--- src/rtl/sweep_analyzer_pkg.sv ---
`default_nettype none
// ============================================================================
// Module      : sweep_analyzer_pkg
// Description : Shared FSM encoding and -3 dB ratio constants (181/128).
// Revision    : 1.0 - initial release
// ============================================================================
package sweep_analyzer_pkg;

    typedef enum logic [1:0] {
        ST_IDLE    = 2'd0,
        ST_SETTLE  = 2'd1,
        ST_MEASURE = 2'd2,
        ST_REPORT  = 2'd3
    } state_t;

    // 181/128 = 1.4141, so p2p*181 >= ref*128 tests p2p >= 0.7071*ref
    localparam int unsigned c_RATIO_NUM = 181;
    localparam int unsigned c_RATIO_DEN = 128;

endpackage
`default_nettype wire

--- src/rtl/running_extremes.sv ---
`default_nettype none
// ============================================================================
// Module      : running_extremes
// Description : Signed running maximum/minimum registers with init/update.
// Revision    : 1.0 - initial release
// ============================================================================
module running_extremes #(
    parameter int DATA_WIDTH = 32
) (
    input  logic                  clock,
    input  logic                  reset_n,
    input  logic                  i_init,
    input  logic                  i_update,
    input  logic [DATA_WIDTH-1:0] i_sample,
    output logic [DATA_WIDTH-1:0] o_maximum_next,
    output logic [DATA_WIDTH-1:0] o_minimum_next
);

    logic signed [DATA_WIDTH-1:0] r_maximum;
    logic signed [DATA_WIDTH-1:0] r_minimum;

    // Next values include the current sample so the final window sample can be reported without a pipeline stage
    always_comb begin
        o_maximum_next = r_maximum;
        o_minimum_next = r_minimum;
        if (i_init) begin
            o_maximum_next = i_sample;
            o_minimum_next = i_sample;
        end else begin
            if ($signed(i_sample) > r_maximum) o_maximum_next = i_sample;
            if ($signed(i_sample) < r_minimum) o_minimum_next = i_sample;
        end
    end

    always_ff @(posedge clock or negedge reset_n) begin
        if (!reset_n) begin
            r_maximum <= '0;
            r_minimum <= '0;
        end else if (i_update) begin
            r_maximum <= o_maximum_next;
            r_minimum <= o_minimum_next;
        end
    end

endmodule
`default_nettype wire

--- src/rtl/sweep_response_analyzer.sv ---
`default_nettype none
// ============================================================================
// Module      : sweep_response_analyzer
// Description : Settle/measure window over filter output; reports extremes,
//               peak-to-peak and passband (-3 dB) status against a reference.
// Revision    : 1.0 - initial release
// ============================================================================
module sweep_response_analyzer
    import sweep_analyzer_pkg::*;
#(
    parameter int DATA_WIDTH    = 32,
    parameter int SETTLE_CYCLES = 100,
    parameter int WINDOW_CYCLES = 400
) (
    input  logic                  clock,
    input  logic                  reset_n,
    input  logic                  start,
    input  logic                  set_reference,
    input  logic [DATA_WIDTH-1:0] data,
    output logic                  busy,
    output logic                  result_valid,
    output logic [DATA_WIDTH-1:0] maximum,
    output logic [DATA_WIDTH-1:0] minimum,
    output logic [DATA_WIDTH:0]   peak_to_peak,
    output logic                  in_passband
);

    localparam int              c_PROD_W      = DATA_WIDTH + 9;
    localparam logic [15:0]     c_SETTLE_LAST = 16'((SETTLE_CYCLES > 0) ? SETTLE_CYCLES - 1 : 0);
    localparam logic [15:0]     c_WINDOW_LAST = 16'(WINDOW_CYCLES - 1);
    localparam logic [c_PROD_W-1:0] c_NUM     = c_PROD_W'(c_RATIO_NUM);
    localparam logic [c_PROD_W-1:0] c_DEN     = c_PROD_W'(c_RATIO_DEN);

    state_t                  r_state;
    state_t                  w_state_next;
    logic [15:0]             r_count;
    logic                    r_set_ref;
    logic [DATA_WIDTH:0]     r_reference;
    logic                    r_busy;
    logic                    r_result_valid;
    logic [DATA_WIDTH-1:0]   r_maximum;
    logic [DATA_WIDTH-1:0]   r_minimum;
    logic [DATA_WIDTH:0]     r_peak_to_peak;
    logic                    r_in_passband;

    logic                    w_accept;
    logic                    w_init;
    logic                    w_update;
    logic                    w_last;
    logic [DATA_WIDTH-1:0]   w_maximum_next;
    logic [DATA_WIDTH-1:0]   w_minimum_next;
    logic [DATA_WIDTH:0]     w_p2p;
    logic [c_PROD_W-1:0]     w_lhs;
    logic [c_PROD_W-1:0]     w_rhs;
    logic                    w_above;

    running_extremes #(
        .DATA_WIDTH (DATA_WIDTH)
    ) u_extremes (
        .clock          (clock),
        .reset_n        (reset_n),
        .i_init         (w_init),
        .i_update       (w_update),
        .i_sample       (data),
        .o_maximum_next (w_maximum_next),
        .o_minimum_next (w_minimum_next)
    );

    always_ff @(posedge clock or negedge reset_n) begin
        if (!reset_n) r_state <= ST_IDLE;
        else          r_state <= w_state_next;
    end

    always_comb begin
        w_state_next = r_state;
        w_accept     = 1'b0;
        w_init       = 1'b0;
        w_update     = 1'b0;
        w_last       = 1'b0;
        case (r_state)
            ST_IDLE: begin
                if (start) begin
                    w_accept     = 1'b1;
                    w_state_next = (SETTLE_CYCLES == 0) ? ST_MEASURE : ST_SETTLE;
                end
            end
            ST_SETTLE: begin
                if (r_count == c_SETTLE_LAST) w_state_next = ST_MEASURE;
            end
            ST_MEASURE: begin
                w_update = 1'b1;
                w_init   = (r_count == 16'd0);
                if (r_count == c_WINDOW_LAST) begin
                    w_last       = 1'b1;
                    w_state_next = ST_REPORT;
                end
            end
            ST_REPORT: w_state_next = ST_IDLE;
            default:   w_state_next = ST_IDLE;
        endcase
    end

    // Counter restarts on every state change so each phase counts from zero
    always_ff @(posedge clock or negedge reset_n) begin
        if (!reset_n)                                          r_count <= '0;
        else if (w_state_next != r_state || r_state == ST_IDLE) r_count <= '0;
        else                                                   r_count <= r_count + 16'd1;
    end

    // Sign-extend before subtracting so a full-scale swing cannot wrap
    assign w_p2p   = {w_maximum_next[DATA_WIDTH-1], w_maximum_next}
                   - {w_minimum_next[DATA_WIDTH-1], w_minimum_next};
    assign w_lhs   = c_PROD_W'(w_p2p) * c_NUM;
    assign w_rhs   = c_PROD_W'(r_reference) * c_DEN;
    assign w_above = (w_lhs >= w_rhs);

    always_ff @(posedge clock or negedge reset_n) begin
        if (!reset_n) begin
            r_busy         <= 1'b0;
            r_result_valid <= 1'b0;
            r_set_ref      <= 1'b0;
            r_reference    <= '0;
            r_maximum      <= '0;
            r_minimum      <= '0;
            r_peak_to_peak <= '0;
            r_in_passband  <= 1'b0;
        end else begin
            r_busy         <= (w_state_next != ST_IDLE);
            r_result_valid <= w_last;
            if (w_accept) r_set_ref <= set_reference;
            if (w_last) begin
                r_maximum      <= w_maximum_next;
                r_minimum      <= w_minimum_next;
                r_peak_to_peak <= w_p2p;
                r_in_passband  <= r_set_ref | w_above;
                if (r_set_ref) r_reference <= w_p2p;
            end
        end
    end

    assign busy         = r_busy;
    assign result_valid = r_result_valid;
    assign maximum      = r_maximum;
    assign minimum      = r_minimum;
    assign peak_to_peak = r_peak_to_peak;
    assign in_passband  = r_in_passband;

endmodule
`default_nettype wire

--- config.mk ---
export PLATFORM = sky130hd
export DESIGN_NAME = sweep_response_analyzer
export DESIGN_NICKNAME = d
export VERILOG_FILES = /design/src/rtl/sweep_analyzer_pkg.sv /design/src/rtl/running_extremes.sv /design/src/rtl/sweep_response_analyzer.sv
export SDC_FILE = /design/constraint.sdc
export NUM_CORES = 1
export LEC_CHECK = 0
export ABC_AREA = 1
export CAP_MARGIN = 20
export CORE_MARGIN = 10
export CORE_UTILIZATION = 55
export DETAILED_ROUTE_END_ITERATION = 12
export PLACE_DENSITY_LB_ADDON = 0.1
export SLEW_MARGIN = 20
export SYNTH_ARGS = -nofsm -noshare
export SYNTH_HDL_FRONTEND = slang
export SYNTH_HIERARCHICAL = 1
export SYNTH_SLANG_ARGS = --single-unit
--- constraint.sdc ---
create_clock -name clock -period 13.99 [get_ports clock]
set_clock_uncertainty 0.1 [all_clocks]
set_input_delay 4.197 -clock clock [delete_from_list [all_inputs] [get_ports clock]]
set_output_delay 4.197 -clock clock [all_outputs]
set_load 0.005 [all_outputs]
---- After elaboration in Yosys (flattened, before gate mapping) ----
Index checks and enable logic that the tools add are counted.
cells by class
  add/subtract/negate cells ............... 2
  multiply operators ...................... 1
  order comparisons ....................... 3
  equal/unequal tests ..................... 6
  muxes and demuxes ....................... 15
  bitwise operators ....................... 1
  reductions and logical operators ........ 5
operator list
  cell                   count
  $mux 32                4
  $ge 41x40->1           1
  $mul 33x8->41 const B  1
  $sub 32x32->33         1
  $gt 32x32->1           1
  $lt 32x32->1           1
  $add 16x1->16 const B  1
  $eq 16x7->1 const B    1
  $eq 16x9->1 const B    1
  $logic_not 16->1       1
  $mux 16                1
  $pmux 2 s4             1
  $mux 1                 6
  $mux 2                 3
  $eq 2x2->1 const B     2
  $eq 2x1->1 const B     1
  $logic_not 2->1        1
  $ne 2x2->1             1
  $reduce_and 2->1       1
  $reduce_bool 2->1      1
  $logic_or 1x1->1       1
  $or 1x1->1             1
storage, ports and cells
  bits in registers ....................... 216
  input port bits ......................... 36
  output and inout bits ................... 100
  logic and storage cells ................. 45

---- Logic depth before layout (Yosys ltp) ----
Gate-level depths: netlist of run 1.
  word-level depth ........................ 7
  gate-level depth with buffers ........... 64
  depth with buffers taken out ............ 64

---- Modules after synthesis ----
Netlist of run 1, hierarchy kept.
modules (own cells, without submodules)
  module                   times used  cells an instance  area an instance (um2)  sequential area each (um2)
  sweep_response_analyzer  1           1,969              14,799.2                3,803.6
  running_extremes         1           799                5,494.0                 1,601.5

---- Least setup slack after synthesis of run 1 ----
Ideal clock, no wire load.
  kind .................................... input -> register
  start point ............................. input port data[31]
  end point ............................... register r_in_passband (netlist: in_passband)
  library setup time ...................... 0.063 ns
  arrival ................................. 11.455 ns
  required time ........................... 13.827 ns
  slack ................................... 2.372 ns
  cell stages on the path ................. 49
  buffers on the path ..................... 1
  cell sequence ........................... ha_1 > a21oi_1 > o21a_1 > nand2_1 > a21oi_1 > nand3_1 > nand3_4 > clkbuf_4 > nand3_1 > and2_1 > ha_1 > a21oi_1 > nand2_1 > a21oi_1 > inv_1 > a21oi_1 > inv_1 > nand2_1 > [... 13 more ...] > o21a_1 > a21boi_0 > nand2_1 > a21oi_1 > o21ai_0 > xor2_1 > ha_1 > nand2_1 > nor3_1 > nand2_1 > o21bai_1 > nand2_1 > nand2_1 > nand2_1 > nand2_1 > nand3_1 > nand2_1 > inv_1
on the way
  cells in the longest elaborated chain, start to end .. 7
  elaborated cells on any way between the ends .. 10
  those cells by class .................... 1 x add/sub; 1 x mul; 3 x order compare; 4 x mux; 1 x bitwise
RTL lines
  element                      line                            text
  from (decl)                  sweep_response_analyzer.sv:19   input logic [DATA_WIDTH-1:0] data,
  $gt 32x32->1                 running_extremes.sv:30          if ($signed(i_sample) > r_maximum) o_maximum_next = i_sample;
  $mux 32                      running_extremes.sv:30
  $mux 32                      running_extremes.sv:26          if (i_init) begin
  named net w_maximum_next[2]  sweep_response_analyzer.sv:50   logic [DATA_WIDTH-1:0] w_maximum_next;
  $sub 32x32->33               sweep_response_analyzer.sv:112  - {w_minimum_next[DATA_WIDTH-1], w_minimum_next};
  named net w_p2p[17]          sweep_response_analyzer.sv:52   logic [DATA_WIDTH:0] w_p2p;
  $mul 33x8->41                sweep_response_analyzer.sv:113  assign w_lhs = c_PROD_W'(w_p2p) * c_NUM;
  $ge 41x40->1                 sweep_response_analyzer.sv:115  assign w_above = (w_lhs >= w_rhs);
  $or 1x1->1                   sweep_response_analyzer.sv:135  r_in_passband <= r_set_ref | w_above;
  to (signal assigned)         sweep_response_analyzer.sv:135
  to (decl)                    sweep_response_analyzer.sv:44   logic r_in_passband;
The timed path passes the listed nets, and every way through them passes these cells.
A chain may end at the register's enable or synchronous reset.

---- Worst setup path after layout of run 1 ----
Same ends and word-level chain as after synthesis.

==> key figures, run 1 <==
Routing
  • Vias per cell: 5.38
  • WL/cell: 17.7 um
  • Drt first pass iters: 6
  • Vias: 18200
  • Post-route DRC: 0
  • DR iter-0 viols: 1376
  • Total Wirelength: 60.0 mm
  • Final ANT Viol Nets: 0

Synthesis
  • Syn Inst Count: 2768
  • Yosys top cell area share: 26.6%
  • Syn_area_per_cell: 7.33 um^2
  • Yosys cell types: 54
  • Seq cells post-synth: 216
  • Main area contributors after synthesis: dfrtp_1, ha_1, nand2_1, inv_1, fa_1
  • Post-synth top area cell: dfrtp_1
  • Syn. warnings: 6
  • Mapped Area: 20300 um^2
  • Async S/R FF share, synth: 100%
  • Syn_nets: 3125
  • Number of synthesized flops with an enable pin: 0
  • Primary FF master, synth: dfrtp_1
  • Most common cell in the synthesized netlist: nand2_1
  • Seq/Total Area, Yosys: 26.6%
  • Commonest cells post-synth: nand2_1, inv_1, ha_1, dfrtp_1, nand3_1

Die
  • Starting Density: 55.6%
  • Horiz. Die Dim: 212 um
  • IO Count: 136
  • Core Footprint: 36500 um^2
  • DIE HEIGHT: 212 um
  • Row cnt: 70
  • Die ar.: 45000 um^2

Worst setup path
  • Crit path max fanout: 13
  • FF-to-FF setup slack: 4.11 ns
  • Top cell by count, worst path: nand2_1
  • R2R cell count: 49
  • CP endpoint kind: register
  • Worst Setup Start Kind: input pin
  • CP max stage delay: 0.54 ns
  • CP max stage cell: fa_1
  • Critical Path RT: 14.40 ns
  • RR Endpoint: in_passband
  • Critical Setup Path Class: in -> reg
  • R2r startpoint: r_count[13]
  • CP Data Arrival Time: 13.84 ns

Run
  • Maxcap violations: 0

Layout
  • Fillers: 3299
  • Design Area, Final: 23200 um^2
  • Reg area: 5410 um^2
  • Layout area overhead: 14.3%
  • Layout cells sized above 1: 5.26%
  • Final Util: 63.5%
  • N_diodes: 0
  • Final net count: 3262
  • Area of the multi-input gates: 12600 um^2

STA
  • Slew HR: 34.1%
  • Setup TNS: 0 ns
  • Max-slew violation count: 0
  • Hold_ws: 0.371 ns
  • Fin crit share: 96.0%
  • Final hold vios: 0
  • Final min period: 13.43 ns
  • Slew @ Worst Pin: 0.988 ns
  • Fmax: 74.5 MHz
  • RSZ-0062 raised after global routing: false
  • Setup Viol. Count Final: 0

Clock network
  • Worst skew pair latency: 0.57 ns
  • H-tree depth: 1
  • CTS tree: done
  • Root Buffer: clkbuf_16
  • Worst-path clk slew: 0.06 ns
  • CTS sink cnt: 216
  • CTS Buffer Depth: 3
  • CTS Buf Count: 27
  • # Post-CTS Setup Buffers: 0

Hold path
  • Hold Startpoint: maximum[30]
  • Worst Hold Class: reg -> reg
  • Worst hold endpoint: maximum[30]
  • Worst Hold Path Cells: 2

Placed design
  • Port buffer count: 135
  • Final HPWL DP: 47.5 mm
  • Placed cell area: 22200 um^2
  • Placer Congestion: 0.932

Global route
  • Total GRT Usage: 26.9%
  • First-pass GRT wire length: 97.5 mm
  • Antenna violations before repair: 0
  • Number of global-route vias before repair: 18400
  • Grt total ovfl: 0
  • Largest net degree at the start of global routing: 102

Status
  • Status: completed
[logic make-up (layout without fill, tap and decap cells)]
group / count (synthesis) / after routing / synth area share (%)
AOI/OAI and AO/OA: 312 / 312 / 8.41
xor gates and xnor gates: 82 / 82 / 3.89
adders and majority gates: 321 / 321 / 22.8
buffers and inverters: 596 / 754 / 11.4
DFF: 216 / 216 / 26.6
and+or+nand+nor: 1241 / 1241 / 26.9
[worst max path at each step]
stage                        start          end  cells past startpoint
after global placement    data[31]  in_passband                     46
after detailed placement  data[31]  in_passband                     51
final                     data[31]  in_passband                     51
after floorplan           data[31]  in_passband                     49
after CTS                 data[31]  in_passband                     51
after global routing      data[31]  in_passband                     46
[area by class of cell]
type,instances,share of cell area (%)
Inverter,535,8.67
Timing Repair Buffer,169,7.00
Tap cell,468,2.52
Multi-Input combinational cell,1956,54.4
Sequential cell,216,23.3
Clock inverter,13,0.750
Clock buffer,37,3.38
[flip-flops by register name, summed over array words and instances (netlist names)]
signal and count:
r_count 16, u_extremes/r_maximum 32, result_valid 1, minimum 32
peak_to_peak 33, busy 1, in_passband 1, r_state 2
r_set_ref 1, maximum 32, u_extremes/r_minimum 32, r_reference 33
[worst max-delay path: cells and delay by family]
family	cells	cell delay [ns]
and+or+nand+nor	22	2.69
xor gates and xnor gates	2	0.41
AOI/OAI and AO/OA	7	1.74
adders and majority gates	9	3.58
buffers and inverters	11	1.21
[routing by layer]
layer  global-route usage (%)  share of wire [%]
met2                     45.0                 48
met3                     3.33                4.9
met5                        0                  0
met4                     7.86                2.9
met1                     35.7                 45
[layout by cell type (no fill, tap or decap), drive strengths merged, types with 4 or more instances in the layout]
cell	netlist	final
nor3	24	24
o21ai	137	137
buf	30	35
and2	68	68
nor2	155	155
o21bai	11	11
or2	4	4
xor2	57	57
bufinv	0	4
nor4	8	8
nand4	53	53
inv	535	535
nand3	182	182
clkdlybuf4s50	0	134
a31oi	6	6
dfrtp	216	216
a21boi	7	7
clkbuf	31	37
a21oi	124	124
ha	240	240
nand2	741	741
o21a	6	6
fa	81	81
a21o	13	13
xnor2	25	25
clkinv	0	7
[through the flow]
stage	worst slack, ns	instances
after floorplan	2.37	2768
after global placement	-0.104	3344
after CTS	0.374	3394
after detailed placement	-0.182	3344
final	0.560	3394
after global routing	0.0522	3394
[repair_timing]
| item | CTS | global route |
|---|---|---|
| resized for setup | 0 | 7 |
| setup endpoints to repair | 0 | 1 |
| hold buffers | 0 | 0 |
Power of run 1 is left out: the tool's default activity adds up to more than one toggle a clock period on the data nets, which glitch-free logic cannot reach.
==> inputs of run 2 (changes only) <==
--- a/config.mk
+++ b/config.mk
@@ -8,7 +8,7 @@
 export ABC_AREA = 1
 export CAP_MARGIN = 20
 export CORE_MARGIN = 10
-export CORE_UTILIZATION = 55
+export CORE_UTILIZATION = 45
 export DETAILED_ROUTE_END_ITERATION = 12
 export PLACE_DENSITY_LB_ADDON = 0.1
 export SLEW_MARGIN = 20
==> key figures, run 2 (synthesized netlist as in run 1, its figures left out) <==
Status
  • Status: completed

Global route
  • Grt total ovfl: 0
  • Antenna violations before repair: 0
  • Number of global-route vias before repair: 18400
  • Total GRT Usage: 22.9%
  • First-pass GRT wire length: 99.3 mm
  • Largest net degree at the start of global routing: 93

Worst setup path
  • CP Data Arrival Time: 13.68 ns
  • RR Endpoint: in_passband
  • FF-to-FF setup slack: 4.43 ns
  • Top cell by count, worst path: nand2_1
  • Critical Path RT: 14.42 ns
  • CP max stage cell: fa_1
  • CP endpoint kind: register
  • Worst setup startpoint: data[19]
  • Critical path endpoint: in_passband
  • R2r startpoint: u_extremes/r_maximum[31]
  • Worst Setup Start Kind: input pin
  • R2R cell count: 50
  • CP max stage delay: 0.56 ns
  • Crit path max fanout: 32
  • Critical Setup Path Class: in -> reg

Routing
  • Total Wirelength: 62.1 mm
  • DR iter-0 viols: 1108
  • Final ANT Viol Nets: 0
  • Drt first pass iters: 5
  • Vias per cell: 5.10
  • Post-route DRC: 0
  • WL/cell: 17.6 um
  • Vias: 18000

STA
  • Slew HR: 37.5%
  • Final hold vios: 0
  • Slew @ Worst Pin: 0.938 ns
  • Setup Viol. Count Final: 0
  • Setup TNS: 0 ns
  • RSZ-0062 raised after global routing: false
  • Final min period: 13.25 ns
  • Max-slew violation count: 0
  • Fin crit share: 94.7%
  • Fmax: 75.5 MHz

Clock network
  • Hold_buf cts: 0
  • CTS sink cnt: 216
  • Root Buffer: clkbuf_16
  • CTS tree: done
  • Worst skew pair latency: 0.59 ns
  • Post_cts resized: 0
  • H-tree depth: 1
  • CTS Buf Count: 28
  • CTS Buffer Depth: 3
  • # Post-CTS Setup Buffers: 0
  • Worst-path clk slew: 0.06 ns

Layout
  • Commonest non-fill, non-tap cell in the layout: nand2_1
  • Layout area overhead: 15.3%
  • Layout cells sized above 1: 5.39%
  • N_diodes: 0
  • Final net count: 3269
  • Most frequent cells in the layout: nand2_1, inv_1, ha_1, dfrtp_1, nand3_1

Placed design
  • Placer Congestion: 0.908
  • Final HPWL DP: 49.2 mm
  • Port buffer count: 135

Die
  • Starting Density: 45.7%
  • Die ar.: 54000 um^2
  • IO Count: 136
  • Core Footprint: 44400 um^2
  • Row cnt: 77
  • DIE HEIGHT: 232 um
  • Horiz. Die Dim: 232 um

Hold path
  • Worst Hold Class: reg -> reg

Run
  • Maxcap violations: 0
## run 2: cell types whose count changed in the layout (fill, tap and decap cells not counted), sizes merged
| cell | previous run | this run |
|---|---|---|
| buf | 35 | 41 |
| clkbuf | 37 | 33 |
| clkinv | 7 | 10 |
| inv | 535 | 537 |
| clkinvlp | 2 | 1 |
## run 2: layout make-up
class / instances / area, um^2
Fill cell: 4376 / 21000
Sequential cell: 216 / 5410
Clock buffer: 33 / 759
Timing Repair Buffer: 175 / 1660
Tap cell: 592 / 741
Inverter: 535 / 2010
Clock inverter: 17 / 235
Multi-Input combinational cell: 1956 / 12600
## run 2: how the worst min path moves through the flow
stage	startpoint	end	slack, ns	cells past startpoint
after floorplan	u_extremes/r_maximum[10]	u_extremes/r_maximum[10]	0.35	2
after global placement	maximum[18]	maximum[18]	0.35	2
after detailed placement	maximum[11]	maximum[11]	0.36	2
after CTS	peak_to_peak[2]	peak_to_peak[2]	0.37	2
after global routing	u_extremes/r_maximum[5]	u_extremes/r_maximum[5]	0.40	2
final	maximum[11]	maximum[11]	0.37	2
## run 2: routing by layer
layer  GRT usage (%)  up-vias  share of wire (%)
li1                -     8999                  -
met1            29.5     8546                 45
met2            39.9      350                 49
met3            2.72       86                3.7
met4            5.66        0                2.3
met5               0        -                  0
## run 2: per-stage QoR
step	hold WS, ns	util, %	area (um^2)	setup WS, ns	cells
detailed placement	0.358	50.4	22400	0.0620	3474
global placement	0.355	50.4	22400	0.118	3474
finish	0.367	52.7	23400	0.739	3524
floorplan	0.349	-	20300	2.37	2768
global route	0.395	52.7	23400	0.00839	3524
CTS	0.374	52.6	23400	0.667	3524
## run 2: worst max-delay path, delay by kind of cell
kind	cells	cell delay, ns
and+or+nand+nor	20	1.99
adders and majority gates	8	3.18
AOI/OAI and AO/OA	11	2.33
buffers and inverters	10	1.50
xor gates and xnor gates	2	0.49
Power of run 2 is left out for the same reason.
